<file path="config.mk">
export PLATFORM = sky130hd
export DESIGN_NAME = fft_out_reorder
export DESIGN_NICKNAME = d
export VERILOG_FILES = /design/src/rtl/fft_pkg.sv /design/src/rtl/fft_reorder_bank.sv /design/src/rtl/fft_out_reorder.sv
export SDC_FILE = /design/constraint.sdc
export NUM_CORES = 1
export LEC_CHECK = 0
export CAP_MARGIN = 25
export CORE_ASPECT_RATIO = 1.4
export CORE_MARGIN = 2
export CORE_UTILIZATION = 55
export CTS_CLUSTER_SIZE = 24
export DETAILED_ROUTE_END_ITERATION = 16
export PLACE_DENSITY = 0.72
export SETUP_SLACK_MARGIN = 0.5
export SYNTH_ARGS = -nofsm -noshare
export SYNTH_HDL_FRONTEND = slang
export SYNTH_SLANG_ARGS = --single-unit
</file>
<file path="constraint.sdc">
create_clock -name clk -period 8.2 [get_ports clk]
set_input_delay 2.05 -clock clk [delete_from_list [all_inputs] [get_ports clk]]
set_output_delay 2.05 -clock clk [all_outputs]
set_load 0.01 [all_outputs]
</file>
<file path="src/rtl/fft_pkg.sv">
// Shared constants, types and index helpers for the 32-point MDC FFT output reorder path.
package fft_pkg;

  localparam int DATA_W  = 9;
  localparam int LOG2N   = 5;
  localparam int AW      = LOG2N - 1;
  localparam int HALF    = 1 << AW;
  localparam int ENTRY_W = 4 * DATA_W;

  typedef struct packed {
    logic signed [DATA_W-1:0] re;
    logic signed [DATA_W-1:0] im;
  } cplx_t;

  // One bank entry holds the Up lane pair (MSBs) and the Down lane pair.
  typedef struct packed {
    cplx_t up;
    cplx_t dn;
  } entry_t;

  function automatic logic [3:0] bitrev4(input logic [3:0] v);
    return {v[0], v[1], v[2], v[3]};
  endfunction

endpackage

</file>
<file path="src/rtl/fft_reorder_bank.sv">
// One ping-pong bank: HALF x ENTRY_W register file, one synchronous write port, one asynchronous read port.
module fft_reorder_bank
  import fft_pkg::*;
(
  input  logic               clk,
  input  logic               we,
  input  logic [AW-1:0]      waddr,
  input  logic [ENTRY_W-1:0] wdata,
  input  logic [AW-1:0]      raddr,
  output logic [ENTRY_W-1:0] rdata
);

  logic [ENTRY_W-1:0] mem_q [HALF];
  logic [ENTRY_W-1:0] mem_d [HALF];

  // Next-state of the storage array: only the addressed entry changes on a write.
  always_comb begin
    for (int i = 0; i < HALF; i++) begin
      mem_d[i] = (we && (waddr == AW'(i))) ? wdata : mem_q[i];
    end
  end

  // Storage is intentionally left unreset; every entry is written before it is read.
  always_ff @(posedge clk) begin
    mem_q <= mem_d;
  end

  assign rdata = mem_q[raddr];

endmodule

</file>
<file path="src/rtl/fft_out_reorder.sv">
// Output reorder buffer: writes bit-reversed dual-lane FFT results into ping-pong banks and
// streams each completed frame back out in natural order with no gaps between frames.
module fft_out_reorder
  import fft_pkg::*;
(
  input  logic              clk,
  input  logic              rst_n,
  input  logic              in_valid,
  input  logic              in_first,
  input  logic [DATA_W-1:0] in_up_re,
  input  logic [DATA_W-1:0] in_up_im,
  input  logic [DATA_W-1:0] in_dn_re,
  input  logic [DATA_W-1:0] in_dn_im,
  output logic              out_valid,
  output logic              out_first,
  output logic [DATA_W-1:0] out_up_re,
  output logic [DATA_W-1:0] out_up_im,
  output logic [DATA_W-1:0] out_dn_re,
  output logic [DATA_W-1:0] out_dn_im,
  output logic              frame_err
);

  logic [AW-1:0] wr_cnt_q, wr_cnt_d;
  logic          wr_bank_q, wr_bank_d;
  logic [AW-1:0] rd_cnt_q, rd_cnt_d;
  logic          rd_bank_q, rd_bank_d;
  logic          rd_active_q, rd_active_d;
  logic          frame_err_q, frame_err_d;
  logic          out_valid_q, out_valid_d;
  logic          out_first_q, out_first_d;
  entry_t        out_data_q, out_data_d;

  entry_t             wr_data_s;
  entry_t             rd_data_s;
  logic [AW-1:0]      wr_addr_s;
  logic               complete_s;
  logic               we0_s, we1_s;
  logic [ENTRY_W-1:0] rd_data0_s, rd_data1_s;

  assign wr_data_s  = {in_up_re, in_up_im, in_dn_re, in_dn_im};
  assign wr_addr_s  = in_first ? 4'd0 : bitrev4(wr_cnt_q);
  // A restart via in_first never completes a frame, even if wr_cnt_q happens to be 15.
  assign complete_s = in_valid & ~in_first & (wr_cnt_q == 4'd15);
  assign we0_s      = in_valid & ~wr_bank_q;
  assign we1_s      = in_valid &  wr_bank_q;
  assign rd_data_s  = rd_bank_q ? rd_data1_s : rd_data0_s;

  fft_reorder_bank u_bank0 (
    .clk   (clk),
    .we    (we0_s),
    .waddr (wr_addr_s),
    .wdata (wr_data_s),
    .raddr (rd_cnt_q),
    .rdata (rd_data0_s)
  );

  fft_reorder_bank u_bank1 (
    .clk   (clk),
    .we    (we1_s),
    .waddr (wr_addr_s),
    .wdata (wr_data_s),
    .raddr (rd_cnt_q),
    .rdata (rd_data1_s)
  );

  // Write-side control: frame counter, restart detection and bank swap on completion.
  always_comb begin
    wr_cnt_d    = wr_cnt_q;
    frame_err_d = 1'b0;
    if (in_valid) begin
      if (in_first) begin
        wr_cnt_d    = 4'd1;
        frame_err_d = (wr_cnt_q != 4'd0);
      end else begin
        wr_cnt_d    = wr_cnt_q + 4'd1;
      end
    end else begin
      wr_cnt_d = wr_cnt_q;
    end
    if (complete_s) begin
      wr_bank_d = ~wr_bank_q;
    end else begin
      wr_bank_d = wr_bank_q;
    end
  end

  // Read-side control: a completion always (re)starts the read so consecutive frames abut.
  always_comb begin
    if (rd_active_q) begin
      out_valid_d = 1'b1;
      out_first_d = (rd_cnt_q == 4'd0);
      out_data_d  = rd_data_s;
    end else begin
      out_valid_d = 1'b0;
      out_first_d = 1'b0;
      out_data_d  = out_data_q;
    end
    if (complete_s) begin
      rd_bank_d   = wr_bank_q;
      rd_cnt_d    = 4'd0;
      rd_active_d = 1'b1;
    end else if (rd_active_q) begin
      rd_bank_d   = rd_bank_q;
      rd_cnt_d    = rd_cnt_q + 4'd1;
      rd_active_d = (rd_cnt_q != 4'd15);
    end else begin
      rd_bank_d   = rd_bank_q;
      rd_cnt_d    = rd_cnt_q;
      rd_active_d = 1'b0;
    end
  end

  // Control and output registers.
  always_ff @(posedge clk or negedge rst_n) begin
    if (!rst_n) begin
      wr_cnt_q    <= 4'd0;
      wr_bank_q   <= 1'b0;
      rd_cnt_q    <= 4'd0;
      rd_bank_q   <= 1'b0;
      rd_active_q <= 1'b0;
      frame_err_q <= 1'b0;
      out_valid_q <= 1'b0;
      out_first_q <= 1'b0;
      out_data_q  <= {ENTRY_W{1'b0}};
    end else begin
      wr_cnt_q    <= wr_cnt_d;
      wr_bank_q   <= wr_bank_d;
      rd_cnt_q    <= rd_cnt_d;
      rd_bank_q   <= rd_bank_d;
      rd_active_q <= rd_active_d;
      frame_err_q <= frame_err_d;
      out_valid_q <= out_valid_d;
      out_first_q <= out_first_d;
      out_data_q  <= out_data_d;
    end
  end

  assign out_valid = out_valid_q;
  assign out_first = out_first_q;
  assign out_up_re = out_data_q.up.re;
  assign out_up_im = out_data_q.up.im;
  assign out_dn_re = out_data_q.dn.re;
  assign out_dn_im = out_data_q.dn.im;
  assign frame_err = frame_err_q;

endmodule

</file>
# ---- Word level (Yosys, flattened, before mapping)
# Cells that the tools add are included.
# W data, S select, Z words.
dict set report totals {
  reg_bits 1202
  input_bits 40
  output_inout_bits 39
  wordCells 124
}
dict set report op_classes {
  n_addsub 2
  magnitude_cmp 1
  eq_ne 17
  n_mux 17
  bitwise 7
  reduce_logical 36
}
# op count
set op_table {}
lappend op_table {{$bmux W36 S4} 2}
lappend op_table {{$mux W36} 5}
lappend op_table {{$eq A4 B4 Y1 const B} 9}
lappend op_table {{$logic_and A1 B1 Y1} 32}
lappend op_table {{$eq A4 B3 Y1 const B} 4}
lappend op_table {{$mux W4} 4}
lappend op_table {{$add A4 B1 Y4 const B} 2}
lappend op_table {{$eq A4 B2 Y1 const B} 2}
lappend op_table {{$logic_not A4 Y1} 2}
lappend op_table {{$mux W1} 6}
lappend op_table {{$ge A5 B5 Y1 const B} 1}
lappend op_table {{$not A4 Y5} 1}
lappend op_table {{$and A1 B1 Y1} 4}
lappend op_table {{$eq A4 B1 Y1 const B} 1}
lappend op_table {{$ne A4 B4 Y1 const B} 1}
lappend op_table {{$reduce_bool A4 Y1} 1}
lappend op_table {{$not A1 Y1} 2}
lappend op_table {{$reduce_bool A2 Y1} 1}

# ---- Longest topological paths before layout
dict set report depth {
  depth_word 5
  depth_mapped 8
}

# ---- By module
# Synthesis repeated with hierarchy kept, for this count alone.
dict set report hier_totals {
  cells_unflattened 2022
  hier_area_um2 45518.7
}
# mod n_inst cells_per_inst area_each_um2 seq_area_each_um2
set modules_own_cells {}
lappend modules_own_cells {fft_reorder_bank 2 902 21598.2 17296.6}
lappend modules_own_cells {fft_out_reorder 1 218 2322.2 1251.2}

# ---- Worst setup path before layout
# OpenSTA, ideal clock, no wires.
dict set report synth_timing {
  path_kind {input -> register}
  from {input in_valid}
  to {register u_bank0.mem_q[468] in the netlist's numbering (enable)}
  setup_time_ns 0.519
  arrival_ns 5.901
  slack_ns 1.780
  cell_stages 3
  path_cell_list {nor2b_1 -> nand3_1 -> nor4_1}
}
dict set report synth_via {
  elab_chain_len 2
}
# item line_no
set synth_rtl {}
lappend synth_rtl {{start, declared} fft_out_reorder.sv:8} ;# input logic in_valid,
lappend synth_rtl {{$and A1 B1 Y1} fft_out_reorder.sv:44} ;# assign we0_s = in_valid & ~wr_bank_q;
lappend synth_rtl {{$logic_and A1 B1 Y1} fft_reorder_bank.sv:19} ;# mem_d[i] = (we && (waddr == AW'(i))) ? wdata : mem_q[i];
lappend synth_rtl {{end signal, assigned} fft_reorder_bank.sv:25} ;# mem_q <= mem_d;
lappend synth_rtl {{end, declared} fft_reorder_bank.sv:13} ;# logic [ENTRY_W-1:0] mem_q [HALF];
# No other way between the ends.
# A chain may end at the register's enable or synchronous reset.

# ---- Worst setup path in the final report
dict set report layout_timing {
  from {input in_first}
  to {register u_bank0.mem_q[295] in the netlist's numbering (enable)}
}
dict set report layout_via {
  elab_chain_len 3
}
# item line_no
set layout_rtl {}
lappend layout_rtl {{start, declared} fft_out_reorder.sv:9} ;# input logic in_first,
lappend layout_rtl {{$mux W4} fft_out_reorder.sv:41} ;# assign wr_addr_s = in_first ? 4'd0 : bitrev4(wr_cnt_q);
lappend layout_rtl {{$eq A4 B3 Y1} fft_reorder_bank.sv:19}
lappend layout_rtl {{$logic_and A1 B1 Y1} fft_reorder_bank.sv:19}
# No other way between the ends.

==> implementation parameters <==
Parameter                              Value

Clocking
  Number of buffers on the longest clock path    3
  Clock-pin slew of the registers on the worst-case setup and hold paths    60 ps
  Clock tree from TritonCTS    built
  Resize count post-CTS    0
  Number of sinks driven by the clock tree    between 1000 and 1500
  Clock buffers created by TritonCTS    104
  Number of hold buffers added after cts    0
  Number of buffers added for setup after CTS    0
  Skew-Pair Late Insertion Delay    670 ps
  Clock root cell    sky130_fd_sc_hd__clkbuf_16
  Number of H-tree levels    3

Yosys
  Sequential-to-total area share from yosys stat    77.28%
  Total standard cell area after synthesis    46380 sq um
  Post-synth top flop    sky130_fd_sc_hd__edfxtp_1
  Cell accounting for the most synthesized area    sky130_fd_sc_hd__edfxtp_1
  Post-synth ARST share    ~4.2%
  Synth cell types    45
  Count of flip-flops with a built-in enable after synthesis    around 1200
  Count of yosys warnings during synthesis    0
  Synthesized Nets    about 2200
  Yosys top cell area share    74.58%
  Post-synthesis register bit count    1202
  Synthesized area per cell    21.54 sq um
  Ranking of synthesized cells by area    sky130_fd_sc_hd__edfxtp_1, sky130_fd_sc_hd__mux4_2, sky130_fd_sc_hd__mux2_2, sky130_fd_sc_hd__dfrtp_1, sky130_fd_sc_hd__mux2i_1
  Post-synthesis instance total    2153

Floorplanning
  Boundary Pins    between 70 and 80
  Die Y    ~350 microns
  Std cell rows    around 130
  DIE AREA    slightly below 90000 sq um
  Starting density of the core    55.30%
  Chip width    249.4 microns
  Core box area    approximately 84000 sq um

Setup path
  Crit Path Class    primary input to register
  Cells along the critical path    clkdlybuf4s50_1, or3_1, nand2b_1, nor2_4, buf_12
  CP Max Fanout    20
  Slowest cell on the critical path    sky130_fd_sc_hd__or3_1
  Slowest cell delay on critical path    760 ps
  Critical Path Source Type    primary input
  Required @ worst endpoint    8560 ps
  Arrival time at the worst endpoint    5010 ps
  Type of element capturing the critical path    register
  Category of cells accounting for the largest share of critical-path delay    simple AND/OR/NAND/NOR gates
  Buf+Inv Stages, Crit Path    2

Pwr
  P per Cell Area    roughly 300 nW/um^2
  Total chip power    between 15 and 20 mW
  Static leakage    approximately 17 nW
  Peak supply drop    0.2771 mV

Detailed routing
  DRT iter0 DRCs    between 2000 and 3000
  Total vias in the final route    between 20000 and 25000
  Drt wl/cell    about 30 microns
  First drt pass iteration count    6
  Routed Antenna Nets    0
  Wire length after detailed routing    105200 microns
  Average via count per standard cell    roughly 6.5
  Drc violations    0

Final layout
  Layout-stage area growth over the synthesis result    13.25%
  Fill cell count    5540
  Area used by multi-input combinational logic    10040 sq um
  Layout Cells excl Fill    3459
  Share of post-route cells with drive strength above 1    27.22%
  Sequential cell area    about 36000 sq um
  Net count reported at finish    2326

STA
  Worst hold margin    531.6 ps
  Clock Skew    between 20 and 25 ps
  Worst max-slew margin expressed relative to the limit    26.06%
  Clock period minus final worst setup slack    roughly 4700 ps
  Max Transition Viols Final    0
  Fmax achieved    214.9 MHz
  Measured slew at the worst slew-check pin    between 1000 and 1500 ps
  Period Utilization, post-route    56.74%
  Final setup violation count    0
  Hold Violations, Final    0
  Setup repair after global routing missed its margin    no
  Sum of negative setup slack    0 ps

Global routing
  Pin count of the biggest net entering global routing    115
  Initial antenna violation count    1
  Wire length of the first global-routing pass    154800 microns
  Number of global-route vias before repair    22677
  Grt total ovfl    0
  Overall global routing resource usage    24.42%

Placed design
  Final weighted congestion of routability-driven global placement    0.8222
  Placed wire-length estimate    62710 microns
  Number of buffers inserted by port buffering    78
  Number of instances in the placed design    3260

Hold path
  Hold/Removal Path Class    register to register

Run status
  Status    completed

Run
  # Max-Cap Violations    0
registers in the layout, indices dropped and copies added, names as in the netlist:
name / cells
u_bank0.mem_q: 576
out_dn_re: 9
out_up_im: 9
rd_active_q: 1
out_dn_im: 9
out_up_re: 9
out_valid: 1
rd_bank_q: 1
wr_bank_q: 1
rd_cnt_q: 4
wr_cnt_q: 4
u_bank1.mem_q: 576
frame_err: 1
out_first: 1
cell usage in the layout, fill, tap and decap left out, types with 27 or more instances in the layout:
cell type | synthesis | final
sky130_fd_sc_hd__clkbuf_1 | 49 | 27
sky130_fd_sc_hd__dfrtp_1 | 50 | 45
sky130_fd_sc_hd__nand2_1 | 81 | 81
sky130_fd_sc_hd__a221oi_1 | 36 | 36
sky130_fd_sc_hd__buf_4 | 19 | 45
sky130_fd_sc_hd__o211a_1 | 36 | 36
sky130_fd_sc_hd__mux2_4 | 40 | 40
sky130_fd_sc_hd__clkbuf_16 | 0 | 107
sky130_fd_sc_hd__o2111ai_1 | 36 | 36
sky130_fd_sc_hd__a222oi_1 | 36 | 36
sky130_fd_sc_hd__clkdlybuf4s50_1 | 0 | 68
sky130_fd_sc_hd__mux4_2 | 180 | 180
sky130_fd_sc_hd__mux2_2 | 136 | 136
sky130_fd_sc_hd__edfxtp_1 | 1152 | 1152
sky130_fd_sc_hd__mux2i_1 | 73 | 73
sky130_fd_sc_hd__mux2_1 | 41 | 41
sky130_fd_sc_hd__o211ai_1 | 37 | 37
cell type report:
type	instances	share of cell area, %
diodes	1	0.004764
clock inverters	47	1.019
clock buffers	147	5.631
multi-input cells	816	19.11
flip-flops and latches	1202	68.26
repair buffers	152	3.332
inverters	6	0.04764
well taps	1088	2.592
synth_stat cells (3+ instances only):
library cell / n
sky130_fd_sc_hd__a21oi_1: 4
sky130_fd_sc_hd__a221oi_1: 36
sky130_fd_sc_hd__a222oi_1: 36
sky130_fd_sc_hd__buf_1: 4
sky130_fd_sc_hd__buf_2: 41
sky130_fd_sc_hd__buf_4: 19
sky130_fd_sc_hd__buf_6: 14
sky130_fd_sc_hd__clkbuf_1: 49
sky130_fd_sc_hd__dfrtp_1: 50
sky130_fd_sc_hd__edfxtp_1: 1152
sky130_fd_sc_hd__ha_1: 4
sky130_fd_sc_hd__inv_1: 5
sky130_fd_sc_hd__mux2_1: 41
sky130_fd_sc_hd__mux2_2: 136
sky130_fd_sc_hd__mux2_4: 40
sky130_fd_sc_hd__mux2i_1: 73
sky130_fd_sc_hd__mux4_2: 180
sky130_fd_sc_hd__nand2_1: 81
sky130_fd_sc_hd__nand3_1: 4
sky130_fd_sc_hd__nand4_1: 4
sky130_fd_sc_hd__nor2_1: 37
sky130_fd_sc_hd__nor2b_1: 3
sky130_fd_sc_hd__nor3_1: 5
sky130_fd_sc_hd__o2111ai_1: 36
sky130_fd_sc_hd__o211a_1: 36
sky130_fd_sc_hd__o211ai_1: 37
sky130_fd_sc_hd__xor2_1: 3
report_power, final:
part / switching [mW] / internal (mW) / total (mW)
sequential: 0.282 / 6.96 / 7.24
clock: 2.14 / 2.86 / 5.00
combinational: 1.94 / 1.64 / 3.58
total: 4.37 / 11.5 / 15.8
stage by stage:
step | area, sq um | setup WS, ps | utilization (%)
after detailed placement | 48940 | 2948 | 58.35
after global placement | 48390 | 2767 | 57.69
after floorplan | 46380 | 1780 | -
after CTS | 52430 | 3642 | 62.51
after global routing | 52530 | 3494 | 62.63
final | 52530 | 3548 | 62.63
metal layers:
layer | global-route usage (%) | share of wire (%) | vias up
met5 | 0 | 0 | -
met1 | 34.26 | 40 | 11946
met4 | 7.327 | 2.5 | 0
met3 | 3.372 | 7.0 | 157
li1 | - | - | 9270
met2 | 40.47 | 50 | 1010
worst paths after layout:
path,startpoint,end,slack [ps],cells after the start
worst min-delay path,out_dn_im[5]$_DFFE_PN0P_,out_dn_im[5]$_DFFE_PN0P_,530,1
worst min register to register,out_dn_im[5]$_DFFE_PN0P_,out_dn_im[5]$_DFFE_PN0P_,530,1
worst max register to register,rd_cnt_q[0]$_DFFE_PN0P_,out_up_re[3]$_DFFE_PN0P_,4230,6
worst max-delay path,in_first,u_bank0.mem_q[295]$_DFFE_PP_,3550,5
max in group asynchronous,rst_n,rd_cnt_q[2]$_DFFE_PN0P_,5910,1
min in group asynchronous,rst_n,out_dn_re[3]$_DFFE_PN0P_,1530,1
worst register-to-register path: stages (launching register included):
cell and delay [ps]:
sky130_fd_sc_hd__dfrtp_4 900, sky130_fd_sc_hd__buf_4 700, sky130_fd_sc_hd__buf_4 700, sky130_fd_sc_hd__mux2_2 450, sky130_fd_sc_hd__a222oi_1 500, sky130_fd_sc_hd__o2111ai_1 370
sky130_fd_sc_hd__o211a_1 230
cells by family after synthesis:
family                   synth area share [%]
AND/OR/NAND/NOR                         1.370
XOR/XNOR                              0.07555
flip-flops                              77.28
buffers and inverters                   1.632
multiplexers                            15.91
AO/OA/AOI/OAI                           3.626
adder cells (fa/ha/maj)                0.1079
(Power assumes the default switching activity.)
==> edit 1 (config.mk and constraints unchanged) <==
Put a register stage on the outputs `out_up_re`, `out_up_im`, `out_dn_re` and `out_dn_im`. The values now appear one clock later. The other outputs are not delayed to match.
--- a/src/rtl/fft_out_reorder.sv
+++ b/src/rtl/fft_out_reorder.sv
@@ -138,8 +138,17 @@
   assign out_valid = out_valid_q;
   assign out_first = out_first_q;
-  assign out_up_re = out_data_q.up.re;
-  assign out_up_im = out_data_q.up.im;
-  assign out_dn_re = out_data_q.dn.re;
-  assign out_dn_im = out_data_q.dn.im;
+  always_ff @(posedge clk or negedge rst_n) begin
+    if (!rst_n) begin
+      out_up_re <= '0;
+      out_up_im <= '0;
+      out_dn_re <= '0;
+      out_dn_im <= '0;
+    end else begin
+      out_up_re <= out_data_q.up.re;
+      out_up_im <= out_data_q.up.im;
+      out_dn_re <= out_data_q.dn.re;
+      out_dn_im <= out_data_q.dn.im;
+    end
+  end
   assign frame_err = frame_err_q;
 
Function: same outputs for any inputs over 4 cycles, from zero or initial values and one cycle with rst_n low; that may be too few to reach the edited logic, so the function may still have changed.
==> edit 1 against the original RTL <==
- maximum frequency grew 1.1%
- final area grew 0.58%
- hold slack lost 110 ps
- setup slack gained 49 ps
- core utilization is essentially flat
- highest routed layer is now met5
- area after synthesis grew 0.85%
- clock skew grew 9.6 ps
- routed wire length grew 8.2%
- power grew 4.5%
- sequential cell count grew 36
==> edit 1: results (changes against the original RTL) <==
sta:
  max_slew.worst_pin.slew_ps: 1040  # -73.6 ps
  period_utilization_pct: 56.1  # -0.60 points
  holdWs_ps: 418  # -114 ps
  fin_worst_skew_ps: 32.1  # +9.62 ps
route:
  drt_pass1_iterations: 5  # -1
  drt_iter0_markers: 3222  # +28%
  routed-wl-met3_um: 11100  # +52%
  wl_per_cell_um: 32.1  # +5.5%
  highest_routed_layer: "met5"
  met2_wirelength_um: 56800  # +7.4%
  route.layer.met1.wl_um: 43200  # +2.2%
  viasPerCell: 6.51  # +0.63%
place:
  pre_cts_ws_ps: 2930  # -21.4 ps
  place_hpwl_um: 68100  # +8.6%
  place_congestion: 0.876  # +6.5%
  placed_cell_area_um2: 49300  # +0.81%
critical_path:
  rr_endpoint: "out_data_q[9]$_DFFE_PN0P_"
  regToRegStartpoint: "rd_cnt_q[1]$_DFFE_PN0P_"
  critPathMaxFanout: 22  # +10%
  arrival_ps: 4970  # -40 ps
  timing.reg2reg.setup_slack_ps: 4460  # +230 ps
  setup.worst_path.start: "in_first"
  cp_capture_point: "u_bank0.mem_q[455]$_DFFE_PP_"
  timing.critical_path.slowest_cell_delay_ps: 700  # -60 ps
finish:
  final_layout_size_suffix_gt1_share_pct: 22.2  # -5.0 points
  fillers: 5477  # -1.1%
  nNetsFinal: 2407  # +3.5%
  biggestRegsByFlops: "u_bank0.mem_q: 576 flops, u_bank1.mem_q: 576 flops, out_data_q: 36 flops"
grt:
  grt_start_max_net_pins: 130  # +13%
  groute.layer.met3.usage_pct: 4.73  # +1.4 points
  grt_antenna_before_repair: 12  # +11
  grt_first_pass_wirelength_um: 163000  # +5.3%
  use_met1_pct: 36.8  # +2.5 points
  first_global_vias: 22873  # +0.86%
synthesis:
  synth_seq_area_share_pct: 78.6  # +1.3 points
  post_synth_main_area_contributors: "sky130_fd_sc_hd__edfxtp_1 (74%), sky130_fd_sc_hd__mux4_2 (8.7%), sky130_fd_sc_hd__mux2i_1 (4.6%), sky130_fd_sc_hd__dfrtp_1 (4.6%), sky130_fd_sc_hd__mux2_2 (1.8%)"
  post_synth_num_cell_types: 39  # -13%
  asyncSetResetFlopFracSynth_pct: 6.95  # +2.8 points
  syn-num-nets: 2264  # +3.0%
  synth.cells.most_frequent: "sky130_fd_sc_hd__edfxtp_1 (1152), sky130_fd_sc_hd__mux2i_1 (217), sky130_fd_sc_hd__mux4_2 (180)"
clock_tree:
  worst_skew_pair.late_latency_ps: 700  # +30 ps
  tritoncts_buffers: 105  # +0.96%
pwr:
  peakVddDrop_mv: 0.257  # -7.4%
min_path:
  hold_path_startpoint: "out_data_q[30]$_DFFE_PN0P_"
  hold_path_depth: 0  # -1
  min_to: "out_up_re[3]$_DFF_PN0_"
outcome:
  outcome: "finished clean"
[edit 1: changes by cell type in the layout (fill, tap and decap cells not counted), sizes merged, moves of 36 or more]
cell / delta
o221ai: +36
o211a: -36
o2111ai: -36
nor2: +49
nand2: -36
mux2: -143
dfrtp: +36
a222oi: -36
mux2i: +144
o22ai: +72
o211ai: -36
[edit 1: power breakdown]
group / leakage (nW) / internal, mW / total (mW) / switching [mW]
Clock: 1.69 / 2.80 / 5.02 / 2.22
Combinational: 4.36 / 1.72 / 3.91 / 2.19
Sequential: 11.4 / 7.24 / 7.61 / 0.371
Total: 17.5 / 11.8 / 16.5 / 4.78
[edit 1: critical path: cells and delay by family]
kind	cells	cell delay, ps
buf+inv	2	1120
simple gates	3	1770
[edit 1: final cells by class]
type	count	area (um^2)	share of cell area (%)
diodes	3	7.51	0.0142
well taps	1088	1360	2.58
inverters	6	25.0	0.0474
clock inverters	67	681	1.29
flip-flops and latches	1238	36800	69.6
repair buffers	161	1620	3.06
clock buffers	133	2780	5.27
multi-input cells	851	9600	18.2
[edit 1: through the flow]
step / instances / power [mW]
2_1_floorplan: 2220 / 10.2
5_1_grt: 3544 / 17.0
6_report: 3547 / 16.5
4_1_cts: 3543 / 16.6
3_5_place_dp: 3343 / 11.6
3_3_place_gp: 3329 / 11.6
[edit 1: cells by family (layout without fill, tap and decap cells)]
kind of cell	after synthesis	in the layout	share of synthesized area, %
flip-flops	1238	1238	78.6
adder cells (fa/ha/maj)	4	4	0.107
multiplexers	471	471	15.1
AO/OA/AOI/OAI	212	212	3.28
buffers and inverters	131	367	1.45
AND/OR/NAND/NOR	160	160	1.44
XOR/XNOR	4	4	0.0749
other	0	3	0
==> edit 2 (same flow settings) <==
Without the edit above. Add an input register stage for `in_valid`, `in_up_re`, `in_up_im`, `in_dn_re` and `in_dn_im`; this delays them by one clock.
--- a/src/rtl/fft_out_reorder.sv
+++ b/src/rtl/fft_out_reorder.sv
@@ -21,4 +21,18 @@
 );
 
+  logic in_valid_q;
+  logic [DATA_W-1:0] in_up_re_q;
+  logic [DATA_W-1:0] in_up_im_q;
+  logic [DATA_W-1:0] in_dn_re_q;
+  logic [DATA_W-1:0] in_dn_im_q;
+
+  always_ff @(posedge clk) begin
+    in_valid_q <= in_valid;
+    in_up_re_q <= in_up_re;
+    in_up_im_q <= in_up_im;
+    in_dn_re_q <= in_dn_re;
+    in_dn_im_q <= in_dn_im;
+  end
+
   logic [AW-1:0] wr_cnt_q, wr_cnt_d;
   logic          wr_bank_q, wr_bank_d;
@@ -38,10 +52,10 @@
   logic [ENTRY_W-1:0] rd_data0_s, rd_data1_s;
 
-  assign wr_data_s  = {in_up_re, in_up_im, in_dn_re, in_dn_im};
+  assign wr_data_s  = {in_up_re_q, in_up_im_q, in_dn_re_q, in_dn_im_q};
   assign wr_addr_s  = in_first ? 4'd0 : bitrev4(wr_cnt_q);
   // A restart via in_first never completes a frame, even if wr_cnt_q happens to be 15.
-  assign complete_s = in_valid & ~in_first & (wr_cnt_q == 4'd15);
-  assign we0_s      = in_valid & ~wr_bank_q;
-  assign we1_s      = in_valid &  wr_bank_q;
+  assign complete_s = in_valid_q & ~in_first & (wr_cnt_q == 4'd15);
+  assign we0_s      = in_valid_q & ~wr_bank_q;
+  assign we1_s      = in_valid_q &  wr_bank_q;
   assign rd_data_s  = rd_bank_q ? rd_data1_s : rd_data0_s;
 
@@ -68,5 +82,5 @@
     wr_cnt_d    = wr_cnt_q;
     frame_err_d = 1'b0;
-    if (in_valid) begin
+    if (in_valid_q) begin
       if (in_first) begin
         wr_cnt_d    = 4'd1;
Check against the original RTL: not equivalent (a bounded check fails within 4 cycles, from zero or initial values and one cycle with rst_n low).
==> edit 2 against the original RTL <==
- routed wire length grew 2.7%
- power is 6.9% higher
- hold slack worse by 38 ps
- count of clock-buffer cells in the layout fell by 1
- area after synthesis grew 0.48%
- sequential share of layout area increased by 0.91 points
- first-iteration DRC count down 16%
- final area increased by 0.73%
- setup slack better by 32 ps
- sequential cell count up 37
- largest power group unchanged
==> edit 2: results (changes against the original RTL) <==
sta:
  worst_slew_margin_relative_to_its_limit_pct: 28.7  # +2.7 points
  fin_worst_skew_ps: 36.7  # +14.3 ps
  holdWs_ps: 493  # -38.1 ps
synthesis:
  muxShareOfSynthArea_pct: 15.1  # -0.76 points
  yosys_warn_count: 0  # unchanged
  post_synth_num_cell_types: 40  # -11%
  synthAdderAreaFrac_pct: 0.107  # -0.00051 points
  share_of_the_synthesized_area_in_compound_gates_ao_oa_aoi_oai_pct: 3.32  # -0.30 points
  post_synth_main_area_contributors: "sky130_fd_sc_hd__edfxtp_1 (74%), sky130_fd_sc_hd__mux4_2 (8.7%), sky130_fd_sc_hd__mux2i_1 (4.7%), sky130_fd_sc_hd__dfrtp_1 (2.7%), sky130_fd_sc_hd__mux2_2 (1.8%)"
  synth_seq_area_share_pct: 78.5  # +1.2 points
  syn-num-nets: 2265  # +3.1%
  asyncSetResetFlopFracSynth_pct: 4.04  # -0.12 points
  synth.cells.most_frequent: "sky130_fd_sc_hd__edfxtp_1 (1152), sky130_fd_sc_hd__mux2i_1 (217), sky130_fd_sc_hd__mux4_2 (180)"
clock_tree:
  tritoncts_buffers: 109  # +4.8%
  cts.repair.resized: 0  # unchanged
grt:
  grt_antenna_before_repair: 1  # unchanged
  grt_start_max_net_pins: 130  # +13%
  first_global_vias: 22858  # +0.80%
  track_usage_pct: 25.0  # +0.61 points
  grt_first_pass_wirelength_um: 157000  # +1.5%
route:
  route.layer.met1.wl_um: 38600  # -8.9%
  drt_iter0_markers: 2101  # -16%
  drt_pass1_iterations: 7  # +1
  wl_um: 108000  # +2.7%
  routed-wl-met3_um: 5660  # -23%
  vias: 22442  # +0.26%
  highest_routed_layer: "met5"
  met2_wirelength_um: 56500  # +6.9%
finish:
  final_layout_size_suffix_gt1_share_pct: 22.2  # -5.0 points
  antenna_cells: 0  # -1
  biggestRegsByFlops: "u_bank0.mem_q: 576 flops, u_bank1.mem_q: 576 flops"
  nNetsFinal: 2418  # +4.0%
pwr:
  peakVddDrop_mv: 0.294  # +6.3%
  p_leak_nw: 17.2  # +1.7%
  p_sw_share_pct: 29.4  # +1.9 points
  comb_power_share_pct: 25.5  # +2.9 points
  seq_cell_power_mw: 7.49  # +3.5%
critical_path:
  timing.critical_path.slowest_cell_delay_ps: 770
  rr_endpoint: "out_up_im[3]$_DFFE_PN0P_"
  crit_path_max_delay_cell_type: "sky130_fd_sc_hd__nor2_4"
  arrival_ps: 4990  # -20 ps
  regToRegStartpoint: "rd_cnt_q[2]$_DFFE_PN0P_"
  timing.reg2reg.setup_slack_ps: 4500  # +270 ps
  cp_capture_point: "u_bank0.mem_q[322]$_DFFE_PP_"
  r2r.worst_path.cells: 5  # -1
min_path:
  hold_path_depth: 0  # -1
  hold_path_startpoint: "in_dn_im_q[8]$_DFF_P_"
place:
  place_congestion: 0.932  # +13%
  place_hpwl_um: 65400  # +4.3%
outcome:
  outcome: "finished clean"
-- edit 2: stage by stage --
step | power, mW | area [um^2] | instances | worst slack [ps]
global placement | 11.9 | 48900 | 3329 | 2790
detailed placement | 12.0 | 49300 | 3350 | 2900
finish | 16.9 | 52900 | 3549 | 3580
CTS | 17.0 | 52900 | 3548 | 3600
floorplan | 10.4 | 46600 | 2221 | 2590
global route | 17.4 | 52900 | 3549 | 3500
-- edit 2: per-layer routing --
| metal | vias to the layer above | global-route usage (%) |
|---|---|---|
| met5 | - | 0 |
| met4 | 2 | 15.3 |
| met3 | 249 | 3.34 |
| met2 | 945 | 43.7 |
| met1 | 11751 | 29.7 |
| li1 | 9495 | - |
-- edit 2: cell type report --
type / count / area [um^2]
clock buffer: 146 / 3010
clock inverter: 52 / 543
fill: 5596 / 31300
inverter: 6 / 25.0
multi-input combinational: 851 / 9600
sequential: 1239 / 36600
tap: 1088 / 1360
timing repair buffer: 167 / 1780
